**src/rtl/cordic_pipe.sv**
```systemverilog
// Fully pipelined CORDIC engine: quadrant pre-rotation, STAGES micro-rotations and a
// saturating output register. Each sample carries its own rotation/vectoring mode bit.
module cordic_pipe #(
  parameter int WIDTH   = 16,
  parameter int ANGLE_W = 16,
  parameter int STAGES  = 14,
  parameter int GUARD   = 2
) (
  input  logic                      clk,
  input  logic                      rst,
  input  logic                      in_valid,
  output logic                      in_ready,
  input  logic                      in_mode,
  input  logic signed [WIDTH-1:0]   x_in,
  input  logic signed [WIDTH-1:0]   y_in,
  input  logic signed [ANGLE_W-1:0] z_in,
  output logic                      out_valid,
  input  logic                      out_ready,
  output logic                      out_mode,
  output logic signed [WIDTH-1:0]   x_out,
  output logic signed [WIDTH-1:0]   y_out,
  output logic signed [ANGLE_W-1:0] z_out
);

  localparam int IW = WIDTH + GUARD;
  localparam int SH = 32 - ANGLE_W;
  localparam logic [ANGLE_W-1:0] QUARTER = {2'b01, {(ANGLE_W-2){1'b0}}};
  localparam logic signed [IW-1:0] MAXV = {{(GUARD+1){1'b0}}, {(WIDTH-1){1'b1}}};
  localparam logic signed [IW-1:0] MINV = {{(GUARD+1){1'b1}}, {(WIDTH-1){1'b0}}};

  // round(atan(2^-i) / pi * 2^31)
  localparam logic [31:0] ATAN_TAB [32] = '{
    32'h20000000, 32'h12E4051E, 32'h09FB385B, 32'h051111D4,
    32'h028B0D43, 32'h0145D7E1, 32'h00A2F61E, 32'h00517C55,
    32'h0028BE53, 32'h00145F2F, 32'h000A2F98, 32'h000517CC,
    32'h00028BE6, 32'h000145F3, 32'h0000A2FA, 32'h0000517D,
    32'h000028BE, 32'h0000145F, 32'h00000A30, 32'h00000518,
    32'h0000028C, 32'h00000146, 32'h000000A3, 32'h00000051,
    32'h00000029, 32'h00000014, 32'h0000000A, 32'h00000005,
    32'h00000003, 32'h00000001, 32'h00000001, 32'h00000000
  };

  function automatic logic [ANGLE_W-1:0] atan_ang(input int i);
    logic [32:0] t;
    t = {1'b0, ATAN_TAB[i[4:0]]};
    if (SH > 0) t = (t + (33'd1 << (SH - 1))) >> SH;
    return t[ANGLE_W-1:0];
  endfunction

  function automatic logic [WIDTH-1:0] sat(input logic signed [IW-1:0] v);
    if (v > MAXV) return MAXV[WIDTH-1:0];
    if (v < MINV) return MINV[WIDTH-1:0];
    return v[WIDTH-1:0];
  endfunction

  // Handshake: a sample transfers on a rising edge where valid & ready are both high.
  // The whole pipeline advances together; it stalls only when the output holds an
  // unaccepted sample, so in_ready is simply the advance enable.
  logic adv;
  assign adv      = out_ready | ~out_valid;
  assign in_ready = adv;

  logic signed [IW-1:0]  xe, ye, px, py;
  logic [ANGLE_W-1:0]    pz;
  assign xe = {{GUARD{x_in[WIDTH-1]}}, x_in};
  assign ye = {{GUARD{y_in[WIDTH-1]}}, y_in};

  // Fold the input into the +/-90 degree convergence range of the micro-rotations.
  always_comb begin
    px = xe;
    py = ye;
    pz = z_in;
    if (!in_mode) begin
      case (z_in[ANGLE_W-1 -: 2])
        2'b01:   begin px = -ye; py = xe;  pz = z_in - QUARTER; end
        2'b10:   begin px = ye;  py = -xe; pz = z_in + QUARTER; end
        default: ;
      endcase
    end else if (x_in[WIDTH-1]) begin
      if (!y_in[WIDTH-1]) begin
        px = ye;  py = -xe; pz = z_in + QUARTER;
      end else begin
        px = -ye; py = xe;  pz = z_in - QUARTER;
      end
    end
  end

  // Index 0 is the pre-rotation register; index k holds the result of iteration k-1.
  logic signed [IW-1:0] sx [0:STAGES];
  logic signed [IW-1:0] sy [0:STAGES];
  logic [ANGLE_W-1:0]   sz [0:STAGES];
  logic [STAGES:0]      sv, sm;

  logic signed [IW-1:0] nx [1:STAGES];
  logic signed [IW-1:0] ny [1:STAGES];
  logic [ANGLE_W-1:0]   nz [1:STAGES];

  always_comb begin
    for (int k = 0; k < STAGES; k++) begin
      if (sm[k] ? sy[k][IW-1] : ~sz[k][ANGLE_W-1]) begin
        nx[k+1] = sx[k] - (sy[k] >>> k);
        ny[k+1] = sy[k] + (sx[k] >>> k);
        nz[k+1] = sz[k] - atan_ang(k);
      end else begin
        nx[k+1] = sx[k] + (sy[k] >>> k);
        ny[k+1] = sy[k] - (sx[k] >>> k);
        nz[k+1] = sz[k] + atan_ang(k);
      end
    end
  end

  always_ff @(posedge clk) begin
    if (rst) begin
      sv <= '0;
      sm <= '0;
      for (int k = 0; k <= STAGES; k++) begin
        sx[k] <= '0;
        sy[k] <= '0;
        sz[k] <= '0;
      end
      out_valid <= 1'b0;
      out_mode  <= 1'b0;
      x_out     <= '0;
      y_out     <= '0;
      z_out     <= '0;
    end else if (adv) begin
      sv    <= {sv[STAGES-1:0], in_valid};
      sm    <= {sm[STAGES-1:0], in_mode};
      sx[0] <= px;
      sy[0] <= py;
      sz[0] <= pz;
      for (int k = 1; k <= STAGES; k++) begin
        sx[k] <= nx[k];
        sy[k] <= ny[k];
        sz[k] <= nz[k];
      end
      out_valid <= sv[STAGES];
      out_mode  <= sm[STAGES];
      x_out     <= sat(sx[STAGES]);
      y_out     <= sat(sy[STAGES]);
      z_out     <= sz[STAGES];
    end
  end

endmodule
```
**config.mk**
```make
export PLATFORM = sky130hd
export DESIGN_NAME = cordic_pipe
export DESIGN_NICKNAME = d
export VERILOG_FILES = /design/src/rtl/cordic_pipe.sv
export SDC_FILE = /design/constraint.sdc
export NUM_CORES = 2
export LEC_CHECK = 0
export ABC_CLOCK_PERIOD_IN_PS = 29200
export CORE_MARGIN = 1
export CORE_UTILIZATION = 35
export DETAILED_ROUTE_END_ITERATION = 16
export DONT_BUFFER_PORTS = 1
export PLACE_DENSITY = 0.47
export SETUP_SLACK_MARGIN = 0.05
export SYNTH_ARGS = -nofsm -noshare
export SYNTH_HDL_FRONTEND = slang
export SYNTH_SLANG_ARGS = --single-unit
```
**constraint.sdc**
```tcl
create_clock -name clk -period 29.2 [get_ports clk]
set_clock_uncertainty 0.05 [all_clocks]
set_input_delay 5.84 -clock clk [delete_from_list [all_inputs] [get_ports clk]]
set_output_delay 5.84 -clock clk [all_outputs]
set_load 0.01 [all_outputs]
```
==> summary.md <==
| Metric | Value |
|---|---|
| Stages on the worst setup path | 3 |
| Deepest clock path buffer count | 3 |
| Final setup viols | 0 |
| First-pass GRT wire length | around 280,000 um |
| F_max | roughly 82 MHz |
| Post-CTS sizing | 0 |
| CTS root buf | clkbuf_16 |
| Total GRT Usage | between 10% and 20% |
| Critical setup path kind | in -> out |
| Critical path arrival | approximately 6.4 ns |
| Syn Std Cell Area | 67,900 um^2 |
| Layout cells sized above 1 | under 10% |
| Die area | around 200,000 um^2 |
| Vias in the first global route | roughly 52,000 |
| Area after DPL | around 71,000 um^2 |
| Yosys warning total | 0 |
| Die width | 443 um |
| Largest net degree at the start of global routing | 320 |
| Layout Nets | just over 8,000 |
| PortBufs | 0 |
| Synth async-reset ratio | 0% |
| Crit path launch type | input pin |
| Fillers | between 15,000 and 20,000 |
| # IOs | between 100 and 150 |
| Std-Cell Rows | 161 |
| Worst path max stage delay | 0.29 ns |
| Register area share after synthesis | about 37% |
| Worst-path maximum fanout | 19 |
| Worst path required time | about 23 ns |
| Number of setup buffers added after CTS | 0 |
| RSZ-0062 raised after global routing | no |
| Starting Density | 35.3% |
| Overflow after GRT | 0 |
| Syn Area/Cell | 9.17 um^2 |
| CTS tree | yes |
| Max Cap Viol | 0 |
| DRC violations left | 0 |
| Post-synth EDFFs | slightly below 800 |
| FF-to-FF path depth | 13 |
| Initial detailed-routing violation count | 3,266 |
| Detailed Route WL | 174,000 um |
| Unique cell type count in the Yosys netlist | 77 |
| Final Max Slew Viols | 0 |
| Max_slew headroom | ~15% |
| Mapped Nets | roughly 8,200 |
| CP cell instances | nor2b_4 -> buf_4 -> inv_2 |
| Top FF cell, synth | edfxtp_1 |
| Area growth syn-to-layout | 9.01% |
| Antenna violations before repair | 4 |
| Detailed Place HPWL | between 100,000 and 150,000 um |
| RePlAce Congestion | around 0.84 |
| Hold Path Depth | 2 |
| Measured slew at the worst slew-check pin | around 1.3 ns |
| Seq cells post-synth | between 800 and 900 |
| DR vias | roughly 53,000 |
| Crit. End Element | output pin |
| Clk pin slew, worst setup/hold paths | about 0.060 ns |
| Critical path's slowest cell | buf_4 |
| Crit path buffers/inverters | 2 |
| Drt via density | between 5 and 6 |
| Pre-antenna DRT Iters | 8 |
| Final Cycle Share | between 40% and 50% |
| CTS Sinks | ~860 |
| Core area | 193,000 um^2 |
| Final min period | roughly 12 ns |
| CTS Buf Count | 105 |
| Wire per inst | between 15 and 20 um |
| # hold bufs at CTS | 0 |
| Final instance area | ~74,000 um^2 |
| Final hold violations | 0 |
| Setup TNS | 0 ns |
| Clk_lat worst skew | around 0.73 ns |
| H-Tree Depth | 3 |
| Antenna Violating Nets Remaining | 0 |
| Worst Hold Class | reg -> reg |
| Syn Inst Count | between 7,000 and 8,000 |
| CP top delay family | buffers and inverters |
| Outcome | finished clean |
| Die H | between 400 and 500 um |
## final timing paths
kind	startpoint	end	slack, ns
max	out_ready	in_ready	16.93
min	sv[13]$_SDFFE_PP0P_	sv[13]$_SDFFE_PP0P_	0.40
max reg2reg	sy[1][89]$_SDFFCE_PP0P_	sx[1][106]$_SDFFCE_PP0P_	23.78
min reg2reg	sv[13]$_SDFFE_PP0P_	sv[13]$_SDFFE_PP0P_	0.40
## routing by layer
metal / wire length (um) / GRT usage, %
met1: 83400 / 23.6
met2: 82800 / 29.7
met3: 5130 / 1.99
met4: 2750 / 3.23
met5: 0 / 0
## Yosys cell counts (19+ instances only)
cell type / number / share of area [%]
o31ai_1: 65 / 0.72
o21a_1: 106 / 1.2
xnor2_1: 448 / 5.8
edfxtp_1: 779 / 34
mux2i_1: 29 / 0.43
a21o_1: 214 / 2.4
nor3b_1: 33 / 0.36
and3_1: 39 / 0.36
and2_1: 89 / 0.82
nand3_1: 107 / 0.79
o21bai_1: 65 / 0.72
o211ai_1: 43 / 0.48
nor4_1: 46 / 0.42
nand2_1: 558 / 3.1
nand2b_1: 92 / 0.85
fa_1: 43 / 1.3
clkbuf_1: 209 / 1.2
inv_1: 279 / 1.5
a211oi_1: 115 / 1.3
a31oi_1: 57 / 0.52
or3_1: 70 / 0.64
nor2_1: 992 / 5.5
nor2b_1: 116 / 1.1
buf_1: 25 / 0.14
xor2_1: 351 / 4.5
or4_1: 23 / 0.25
or2_2: 19 / 0.17
a21oi_1: 612 / 4.5
mux2_2: 19 / 0.31
ha_1: 730 / 13
o21ai_0: 448 / 3.3
nor3_1: 195 / 1.4
o41ai_1: 28 / 0.36
a21boi_0: 22 / 0.24
dfxtp_1: 80 / 2.4
nand4_1: 35 / 0.32
## kinds of logic (layout without fill, tap and decap cells)
kind of cell / after synthesis / in the layout / synth area share, %
simple gates: 2455 / 2455 / 16.6
compound gates: 1954 / 1954 / 18.0
flops: 859 / 859 / 36.8
xor+xnor: 799 / 799 / 10.3
fa+ha+maj: 773 / 773 / 14.7
buf+inv: 521 / 517 / 2.88
mux: 48 / 48 / 0.742
other cells: 0 / 4 / 0
## stage by stage
| step | hold WS, ns | util, % | worst slack (ns) | cells |
|---|---|---|---|---|
| 2_1_floorplan | 0.382 | - | 6.67 | 7409 |
| 3_3_place_gp | 0.386 | 36.6 | 16.92 | 9734 |
| 6_report | 0.401 | 38.5 | 16.93 | 9935 |
| 3_5_place_dp | 0.391 | 36.6 | 16.92 | 9734 |
| 4_1_cts | 0.399 | 38.5 | 16.92 | 9931 |
| 5_1_grt | 0.422 | 38.5 | 16.88 | 9933 |
## tightest hold or removal path: stages, from the launching register on
cell     delay [ns]
dfxtp_1        0.31
nand2_1        0.05
a21oi_1        0.05
## cells in the final DEF, fill, tap and decap left out, types with 28 or more instances in the layout
cell / synthesis / layout
o41ai_1: 28 / 28
xnor2_1: 448 / 448
o21bai_1: 65 / 65
a211oi_1: 115 / 115
and3_1: 39 / 39
xor2_1: 351 / 351
o21ai_0: 448 / 448
ha_1: 730 / 730
nand2b_1: 92 / 91
nor2_1: 992 / 990
a31oi_1: 57 / 57
inv_1: 279 / 278
clkbuf_16: 0 / 108
buf_4: 0 / 31
nor3b_1: 33 / 33
nand4_1: 35 / 35
or3_1: 70 / 70
nand3_1: 107 / 107
nor3_1: 195 / 195
and2_1: 89 / 89
nor4_1: 46 / 46
nand2_1: 558 / 558
dfxtp_1: 80 / 80
o31ai_1: 65 / 65
a21o_1: 214 / 214
a21oi_1: 612 / 612
edfxtp_1: 779 / 779
o21a_1: 106 / 106
o211ai_1: 43 / 43
fa_1: 43 / 43
nor2b_1: 116 / 114
## layout make-up
cell class                 count  area (um^2)  share of cell area [%]
sequential                   859        25000                    33.7
multi-input combinational   6029        41000                    55.4
clock buffer                 144         3010                    4.06
inverter                     286         1080                    1.46
timing repair buffer          34          293                   0.395
tap                         2526         3160                    4.27
antenna                        4         10.0                  0.0135
clock inverter                53          485                   0.656
## sequential cells by signal, summed over array words and instances (netlist names)
register / flops
out_mode: 1
out_valid: 1
sm: 15
sv: 15
sx: 269
sy: 270
sz: 240
x_out: 16
y_out: 16
z_out: 16
Power is not shown: default switching activity piles up to over one toggle a cycle in this logic, so the estimate is an artifact.
